==> src/rtl/sdram_write_if.sv <==
// Handshake, wFIFO and SDRAM-pin bundle between the write engine (slave) and the controller (master).
// The trigger, refresh and grant inputs are plain levels; the engine waits in its request state until wr_en.
interface sdram_write_if #(
  parameter int ADDR_BITS = 12,
  parameter int BA_BITS   = 2,
  parameter int DQ_BITS   = 16
);
  logic                 wr_trig;
  logic                 aref_req;
  logic                 wr_en;
  logic [ADDR_BITS-1:0] wr_addr;
  logic [7:0]           wfifo_data;
  logic                 wr_req;
  logic [3:0]           wr_cmd;
  logic [ADDR_BITS-1:0] addr_out;
  logic [BA_BITS-1:0]   ba_out;
  logic [DQ_BITS-1:0]   data_out;
  logic                 dq_oe;
  logic                 wfifo_rd_en;
  logic                 go_aref;
  logic                 wr_done_all;

  modport slave (
    input  wr_trig, aref_req, wr_en, wr_addr, wfifo_data,
    output wr_req, wr_cmd, addr_out, ba_out, data_out, dq_oe, wfifo_rd_en, go_aref, wr_done_all
  );

  modport master (
    output wr_trig, aref_req, wr_en, wr_addr, wfifo_data,
    input  wr_req, wr_cmd, addr_out, ba_out, data_out, dq_oe, wfifo_rd_en, go_aref, wr_done_all
  );
endinterface

==> src/rtl/sdram_write.sv <==
// SDR SDRAM burst-write engine: ACT, back-to-back 4-beat WRITEs from the wFIFO, PRE, over ROW_MAX+1 rows.
// First WRITE lands T_RCD+1 cycles after ACT; stalls in REQ until wr_en and yields to refresh at burst ends.
module sdram_write #(
  parameter int ADDR_BITS    = 12,
  parameter int BA_BITS      = 2,
  parameter int DQ_BITS      = 16,
  parameter int ROW_BITS     = 12,
  parameter int T_RCD        = 3,
  parameter int T_WR         = 2,
  parameter int T_RP         = 3,
  parameter int COL_ADDR_MAX = 7,
  parameter int ROW_MAX      = 1
) (
  input  logic         sys_clk,
  input  logic         sys_rst_n,
  sdram_write_if.slave bus
);

  localparam logic [3:0] CMD_NOP   = 4'b0111;
  localparam logic [3:0] CMD_ACT   = 4'b0011;
  localparam logic [3:0] CMD_WRITE = 4'b0100;
  localparam logic [3:0] CMD_PRE   = 4'b0010;

  localparam int COL_W = $clog2(COL_ADDR_MAX + 1);
  localparam int CC_W  = (COL_W > 2) ? COL_W - 2 : 1;
  localparam int ACT_W = $clog2(T_RCD + 2);
  localparam int BRK_W = $clog2(T_WR + T_RP + 2);

  localparam logic [ACT_W-1:0]     ACT_LAST = ACT_W'(T_RCD);
  localparam logic [BRK_W-1:0]     PRE_AT   = BRK_W'(T_WR);
  localparam logic [BRK_W-1:0]     PRE_LAST = BRK_W'(T_WR + T_RP);
  localparam logic [CC_W+1:0]      COL_LAST = (CC_W + 2)'(COL_ADDR_MAX);
  localparam logic [ROW_BITS-1:0]  ROW_LAST = ROW_BITS'(ROW_MAX);
  localparam logic [ADDR_BITS-1:0] ADDR_ALL = ADDR_BITS'(1 << 10);

  typedef enum logic [2:0] {
    S_IDLE  = 3'd0,
    S_REQ   = 3'd1,
    S_ACT   = 3'd2,
    S_WRITE = 3'd3,
    S_PRE   = 3'd4
  } state_t;

  state_t              state_q;
  logic [ACT_W-1:0]    act_cnt_q;
  logic [1:0]          burst_cnt_q;
  logic [BRK_W-1:0]    break_cnt_q;
  logic [CC_W-1:0]     col_cnt_q;
  logic [ROW_BITS-1:0] row_cnt_q;
  logic [ROW_BITS-1:0] addr_row_q;
  logic                aref_pend_q;
  logic                row_end_q;

  logic                 act_done;
  logic                 burst_end;
  logic                 col_last;
  logic                 leave_write;
  logic                 pre_done;
  logic                 job_done;
  logic                 aref_go;
  logic [ROW_BITS-1:0]  row_addr;
  logic [3:0]           cmd;
  logic [ADDR_BITS-1:0] addr;

  assign act_done    = (state_q == S_ACT) && (act_cnt_q == ACT_LAST);
  assign burst_end   = (state_q == S_WRITE) && (burst_cnt_q == 2'd3);
  assign col_last    = ({col_cnt_q, burst_cnt_q} == COL_LAST);
  assign leave_write = burst_end && (col_last || aref_pend_q);
  assign pre_done    = (state_q == S_PRE) && (break_cnt_q == PRE_LAST);
  // Finishing the last row wins over a refresh that arrived during its PRE:
  // there is no column left to resume, so the bus is simply handed back.
  assign job_done    = pre_done && row_end_q && (row_cnt_q == ROW_LAST);
  assign aref_go     = pre_done && aref_pend_q && !job_done;
  assign row_addr    = addr_row_q + row_cnt_q;

  always_comb begin
    cmd  = CMD_NOP;
    addr = '0;
    if (state_q == S_ACT && act_cnt_q == '0) begin
      cmd  = CMD_ACT;
      addr = ADDR_BITS'(row_addr);
    end else if (state_q == S_WRITE && burst_cnt_q == 2'd0) begin
      cmd  = CMD_WRITE;
      addr = ADDR_BITS'({col_cnt_q, 2'b00});
    end else if (state_q == S_PRE && break_cnt_q == PRE_AT) begin
      cmd  = CMD_PRE;
      addr = ADDR_ALL;
    end
  end

  always_ff @(posedge sys_clk or negedge sys_rst_n) begin
    if (!sys_rst_n) begin
      state_q     <= S_IDLE;
      act_cnt_q   <= '0;
      burst_cnt_q <= '0;
      break_cnt_q <= '0;
      col_cnt_q   <= '0;
      row_cnt_q   <= '0;
      addr_row_q  <= '0;
      aref_pend_q <= 1'b0;
      row_end_q   <= 1'b0;
    end else begin
      if (state_q == S_IDLE || aref_go) begin
        aref_pend_q <= 1'b0;
      end else if (bus.aref_req) begin
        aref_pend_q <= 1'b1;
      end

      case (state_q)
        S_IDLE: begin
          if (bus.wr_trig) begin
            addr_row_q <= ROW_BITS'(bus.wr_addr);
            row_cnt_q  <= '0;
            col_cnt_q  <= '0;
            state_q    <= S_REQ;
          end
        end
        S_REQ: begin
          if (bus.wr_en) begin
            act_cnt_q <= '0;
            state_q   <= S_ACT;
          end
        end
        S_ACT: begin
          if (act_done) begin
            burst_cnt_q <= '0;
            state_q     <= S_WRITE;
          end else begin
            act_cnt_q <= act_cnt_q + ACT_W'(1);
          end
        end
        S_WRITE: begin
          burst_cnt_q <= burst_cnt_q + 2'd1;
          if (burst_end) begin
            col_cnt_q <= col_cnt_q + CC_W'(1);
            if (leave_write) begin
              row_end_q   <= col_last;
              break_cnt_q <= '0;
              state_q     <= S_PRE;
            end
          end
        end
        S_PRE: begin
          if (pre_done) begin
            if (job_done) begin
              state_q <= S_IDLE;
            end else begin
              if (row_end_q) begin
                row_cnt_q <= row_cnt_q + ROW_BITS'(1);
                col_cnt_q <= '0;
              end
              act_cnt_q <= '0;
              state_q   <= aref_go ? S_REQ : S_ACT;
            end
          end else begin
            break_cnt_q <= break_cnt_q + BRK_W'(1);
          end
        end
        default: state_q <= S_IDLE;
      endcase
    end
  end

  assign bus.wr_req      = (state_q == S_REQ);
  assign bus.wr_cmd      = cmd;
  assign bus.addr_out    = addr;
  assign bus.ba_out      = '0;
  assign bus.data_out    = {{(DQ_BITS - 8){1'b0}}, bus.wfifo_data};
  assign bus.dq_oe       = (state_q == S_WRITE);
  // Pops run one cycle ahead of the beats, so the final beat of a segment pops nothing.
  assign bus.wfifo_rd_en = act_done || ((state_q == S_WRITE) && !leave_write);
  assign bus.go_aref     = aref_go;
  assign bus.wr_done_all = job_done;

endmodule

==> src/flat_wrapper.sv <==
// flat-port wrapper written by rule: the top's interface ports become plain ports
module sdram_write_flat 
#(
  parameter int ADDR_BITS    = 12,
  parameter int BA_BITS      = 2,
  parameter int DQ_BITS      = 16,
  parameter int ROW_BITS     = 12,
  parameter int T_RCD        = 3,
  parameter int T_WR         = 2,
  parameter int T_RP         = 3,
  parameter int COL_ADDR_MAX = 7,
  parameter int ROW_MAX      = 1
)
  (sys_clk, sys_rst_n, bus_wr_trig, bus_aref_req, bus_wr_en, bus_wr_addr, bus_wfifo_data, bus_wr_req, bus_wr_cmd, bus_addr_out, bus_ba_out, bus_data_out, bus_dq_oe, bus_wfifo_rd_en, bus_go_aref, bus_wr_done_all);
  sdram_write_if #(.ADDR_BITS(ADDR_BITS), .BA_BITS(BA_BITS), .DQ_BITS(DQ_BITS)) bus_i ();
  input  logic sys_clk;
  input  logic sys_rst_n;
  input wire logic [$bits(bus_i.wr_trig)-1:0] bus_wr_trig;
  input wire logic [$bits(bus_i.aref_req)-1:0] bus_aref_req;
  input wire logic [$bits(bus_i.wr_en)-1:0] bus_wr_en;
  input wire logic [$bits(bus_i.wr_addr)-1:0] bus_wr_addr;
  input wire logic [$bits(bus_i.wfifo_data)-1:0] bus_wfifo_data;
  output wire logic [$bits(bus_i.wr_req)-1:0] bus_wr_req;
  output wire logic [$bits(bus_i.wr_cmd)-1:0] bus_wr_cmd;
  output wire logic [$bits(bus_i.addr_out)-1:0] bus_addr_out;
  output wire logic [$bits(bus_i.ba_out)-1:0] bus_ba_out;
  output wire logic [$bits(bus_i.data_out)-1:0] bus_data_out;
  output wire logic [$bits(bus_i.dq_oe)-1:0] bus_dq_oe;
  output wire logic [$bits(bus_i.wfifo_rd_en)-1:0] bus_wfifo_rd_en;
  output wire logic [$bits(bus_i.go_aref)-1:0] bus_go_aref;
  output wire logic [$bits(bus_i.wr_done_all)-1:0] bus_wr_done_all;
  assign bus_i.wr_trig = bus_wr_trig;
  assign bus_i.aref_req = bus_aref_req;
  assign bus_i.wr_en = bus_wr_en;
  assign bus_i.wr_addr = bus_wr_addr;
  assign bus_i.wfifo_data = bus_wfifo_data;
  assign bus_wr_req = bus_i.wr_req;
  assign bus_wr_cmd = bus_i.wr_cmd;
  assign bus_addr_out = bus_i.addr_out;
  assign bus_ba_out = bus_i.ba_out;
  assign bus_data_out = bus_i.data_out;
  assign bus_dq_oe = bus_i.dq_oe;
  assign bus_wfifo_rd_en = bus_i.wfifo_rd_en;
  assign bus_go_aref = bus_i.go_aref;
  assign bus_wr_done_all = bus_i.wr_done_all;
  sdram_write #(.ADDR_BITS(ADDR_BITS), .BA_BITS(BA_BITS), .DQ_BITS(DQ_BITS), .ROW_BITS(ROW_BITS), .T_RCD(T_RCD), .T_WR(T_WR), .T_RP(T_RP), .COL_ADDR_MAX(COL_ADDR_MAX), .ROW_MAX(ROW_MAX)) u_core (.sys_clk(sys_clk), .sys_rst_n(sys_rst_n), .bus(bus_i));
endmodule
==> config.mk <==
export PLATFORM = sky130hd
export DESIGN_NAME = sdram_write_flat
export DESIGN_NICKNAME = d
export VERILOG_FILES = /design/src/rtl/sdram_write_if.sv /design/src/rtl/sdram_write.sv /design/src/flat_wrapper.sv
export SDC_FILE = /design/constraint.sdc
export NUM_CORES = 1
export LEC_CHECK = 0
export CAP_MARGIN = 20
export CORE_UTILIZATION = 28
export DETAILED_ROUTE_END_ITERATION = 7
export GPL_TIMING_DRIVEN = 0
export MAX_ROUTING_LAYER = met4
export PLACE_DENSITY = 0.52
export SYNTH_ARGS = -nofsm -noshare
export SYNTH_HDL_FRONTEND = slang
export SYNTH_SLANG_ARGS = --single-unit
==> constraint.sdc <==
create_clock -name sys_clk -period 2.5 [get_ports sys_clk]
set_input_delay 0.75 -clock sys_clk [delete_from_list [all_inputs] [get_ports sys_clk]]
set_output_delay 0.75 -clock sys_clk [all_outputs]
set_load 0.03 [all_outputs]
==> run summary <==
In the layout the commonest cells are sky130_fd_sc_hd__nand2_1, sky130_fd_sc_hd__buf_4, sky130_fd_sc_hd__dfrtp_1. Once routing completed, OpenROAD measured the worst setup slack at -395 ps. The first global-routing pass estimated between 10000 and 15000 µm of wire. In this run, post-CTS hold repair placed 0 buffers.

The critical path is of the reg -> out type. Summing all non-filler instances in the final layout gives an area of 4060 µm². The final routed DRC violation total came out at 0. The average via count per standard cell came out at ~4.6. The global routing usage summed across all routing layers is 0.152. The fraction of layout instances using a drive strength above 1 is 0.376.

The worst reg2reg path startpoint is u_core.row_cnt_q[6]. The count of flip-flops with a built-in enable after synthesis is 0. Excluding fillers, the count of instances in the completed layout stands at 539. The register bit count reported by yosys came out at 38. The detailed router's first-iteration violation count came out at 91. The highest-delay cell along the critical path is sky130_fd_sc_hd__dfrtp_2. For this design the top-level I/O count stands at 64. The routed design could run at a clock period as short as between 2000 and 3000 ps.

The pin count of the biggest net entering global routing is 39. In this run the vertical extent of the chip is roughly 100 µm. The sequential cell area in the final layout came out at 962 µm².

The net count of the finished layout is 457. The core area is 9330 µm². The number of maximum-capacitance violations came out at 0. The weighted congestion at the end of routability-driven global placement is 0.785. The total number of yosys warnings came out at 0. The depth of the CTS H-tree is 2. The root buffer selected by CTS is sky130_fd_sc_hd__clkbuf_8. In this run the worst setup path begins at u_core.row_cnt_q[0]. The mean instance size in the synthesized netlist came out at 8.63 µm².

The filler cell count came out at 942. The category of the worst setup path launch point is a flop. TritonCTS built the clock tree. The met3 capacity usage during global routing came out at 0.0236.

The final reports fail on negative setup slack. The number of global-route vias before repair was ~2500. The number of antenna diodes in the final layout is 0. The final max-slew violation count is 0. Measured against its own limit, the worst slew margin works out to 0.419. The number of hold violations in the final report came out at 0.

In the global route stage, met1 resource usage came out at 0.178. The starting density of the core came out at 0.292. The die area is between 10000 and 15000 µm². In this run, placement finished with an instance count of around 500.

For this run, the register share of the synthesized area comes to 0.349. After clock tree synthesis, the clock-pin slew on the worst setup and hold paths is 80 ps. The mean routed wirelength per cell came out at roughly 13 µm. The number of antenna violations at the first check in global routing is 0. For this block, the via count after detailed routing is between 2000 and 2500. In this run the cell area of the synthesized design comes to 2730 µm². The most common flop cell mapped by yosys is sky130_fd_sc_hd__dfrtp_1. Setup repair after global routing could not meet its margin everywhere. After global routing the overflow that remains totals 0. The number of nets with antenna violations after detailed routing came out at 0. Counting flops with an async set or reset pin after synthesis yields a share of 1.00. The run finished, with violations left. The maximum clock rate came out at 0.345 GHz.

Detailed placement finished with a half-perimeter wire length of 5060 µm. Port buffering added 44 buffers. The maximum count of clock buffers along a single path is 2. The worst-margin pin slew is 871 ps. Power spread over the standard cell area amounts to 970 nW/µm². The clock arrives with 8.24 ps of skew. The number of distinct library cells after synthesis is 49. The maximum cell stage delay along the critical path came out at 430 ps.

The instance area after placement is approximately 3400 µm². The static power due to leakage came out at 1.88 nW. Compared with the post-synthesis result, the final layout area differs by 49.0%. In this run the most critical hold path is launched from u_core.addr_row_q[11]. The number of placement rows came out at 35. At the worst endpoint, the required time is ~1800 ps. The worst setup path is captured at an output pin. The path class of the tightest hold or removal check is reg -> reg. Traced cell by cell, the critical path runs through ha_4 > fa_2 > a211oi_2 > o21a_2 > o21ai_2 > mux2i_1 > nand2_2 > buf_6. The maximum VDD drop came out at a little over 0.4 mV. Clock latency on the worst-skew pair, taken at its later pin, is 290 ps. Synthesis handed over a netlist of 316 instances. After detailed routing, the total wire length is 7200 µm. The count of endpoints failing setup in the final report came out at 13.

The data arrival at the endpoint of the critical path is 2140 ps. The layer flagged by global routing as most heavily used is met2. The pre-CTS setup slack came out at -774 ps. The total area of multi-input combinational cells came out at between 1500 and 2000 µm².

In this run the worst path has a maximum fanout of 3. The final period utilization is 1.16. The leading cell type in the layout, fill and taps excluded is sky130_fd_sc_hd__nand2_1.

In this run the horizontal extent of the chip is 101 µm. In the global route stage, met2 resource usage came out at 0.267. The number of buffers created by CTS came out at 5.

The total iterations of the first detailed-routing run came out at 4. The number of sinks on the clock net came out at 38.
-- layer usage --
layer / wire [µm] / vias up / part of all wire
met5: 0 / - / 0
met4: 127 / 0 / 0.018
met3: 222 / 12 / 0.031
met2: 3810 / 48 / 0.53
met1: 3040 / 1158 / 0.42
li1: - / 1242 / -
-- state kept, by name, summed over array words and instances (netlist names), 2 cells and up --
name / count
u_core.state_q: 3
u_core.row_cnt_q: 12
u_core.act_cnt_q: 3
u_core.burst_cnt_q: 2
u_core.addr_row_q: 12
u_core.break_cnt_q: 3
-- worst paths after layout --
| check | cells past startpoint | slack [ps] | endpoint |
|---|---|---|---|
| max | 8 | -390 | bus_addr_out[10] |
| min | 2 | 500 | u_core.addr_row_q[11] |
| max reg2reg | 8 | 480 | u_core.act_cnt_q[2] |
| min reg2reg | 2 | 500 | u_core.addr_row_q[11] |
| max in group asynchronous | 1 | 1320 | u_core.row_cnt_q[5] |
| min in group asynchronous | 1 | 570 | u_core.burst_cnt_q[1] |
-- cell families (layout without fill, tap and decap cells) --
group | Yosys count | in the layout | synth area share
other cells | 1 | 11 | 0.00137
buf+inv | 40 | 124 | 0.0867
mux | 6 | 6 | 0.0243
simple gates | 145 | 145 | 0.267
fa+ha+maj | 22 | 22 | 0.104
flops | 38 | 38 | 0.349
xor+xnor | 18 | 18 | 0.0578
compound gates | 46 | 46 | 0.111
-- synthesized netlist by cell type (all sizes together), types with 2 or more instances --
| cell | number | area share |
|---|---|---|
| a211oi | 4 | 0.011 |
| a21o | 2 | 0.0055 |
| a21oi | 13 | 0.025 |
| a31oi | 3 | 0.0069 |
| and2 | 4 | 0.0092 |
| and3 | 5 | 0.011 |
| and4 | 2 | 0.0064 |
| buf | 26 | 0.067 |
| clkbuf | 2 | 0.0028 |
| dfrtp | 38 | 0.35 |
| ha | 21 | 0.096 |
| inv | 11 | 0.015 |
| mux2 | 2 | 0.0096 |
| mux2i | 4 | 0.015 |
| nand2 | 60 | 0.083 |
| nand2b | 3 | 0.0069 |
| nand3 | 16 | 0.029 |
| nand4 | 8 | 0.018 |
| nor2 | 26 | 0.042 |
| nor3 | 5 | 0.013 |
| nor3b | 8 | 0.026 |
| nor4 | 2 | 0.0046 |
| nor4b | 3 | 0.0096 |
| o21a | 2 | 0.0055 |
| o21ai | 11 | 0.020 |
| o22a | 2 | 0.0064 |
| o22ai | 2 | 0.0046 |
| o31ai | 2 | 0.0055 |
| xnor2 | 3 | 0.0096 |
| xor2 | 15 | 0.048 |
-- critical path, delay by kind of cell (launching register included) --
kind	cells	cell delay (ps)
compound gates	3	470
fa+ha+maj	2	530
flops	1	430
simple gates	1	90
mux	1	180
buf+inv	1	140
-- layout make-up --
class	count	area share
sequential	38	0.237
clock inverter	2	0.00246
buffer	28	0.0508
tap	129	0.0397
clock buffer	5	0.0169
inverter	12	0.0123
multi-input combinational	248	0.468
timing repair buffer	77	0.173
-- where the power goes --
group | internal [mW] | switching, mW | leakage (nW)
Sequential | 0.829 | 0.233 | 0.482
Clock | 0.187 | 0.219 | 0.0438
Combinational | 1.14 | 1.33 | 1.35
-- stage by stage --
stage               power [mW]  utilization  setup TNS, ps  hold slack (ps)
floorplan                 2.34            -           -118              452
global placement          2.91        0.366         -21170              467
detailed placement        2.93        0.365          -9320              477
CTS                       3.66        0.410          -3190              509
global route              4.24        0.436          -3950              544
finish                    3.94        0.436          -2830              500
-- what timing repair did --
action,CTS,global route
setup buffers,19,14
cloned,0,0
hold endpoints to repair,0,0
resized for setup,159,38
setup endpoints to repair,20,19
pin swaps,14,26
(Power assumes the default switching activity.)
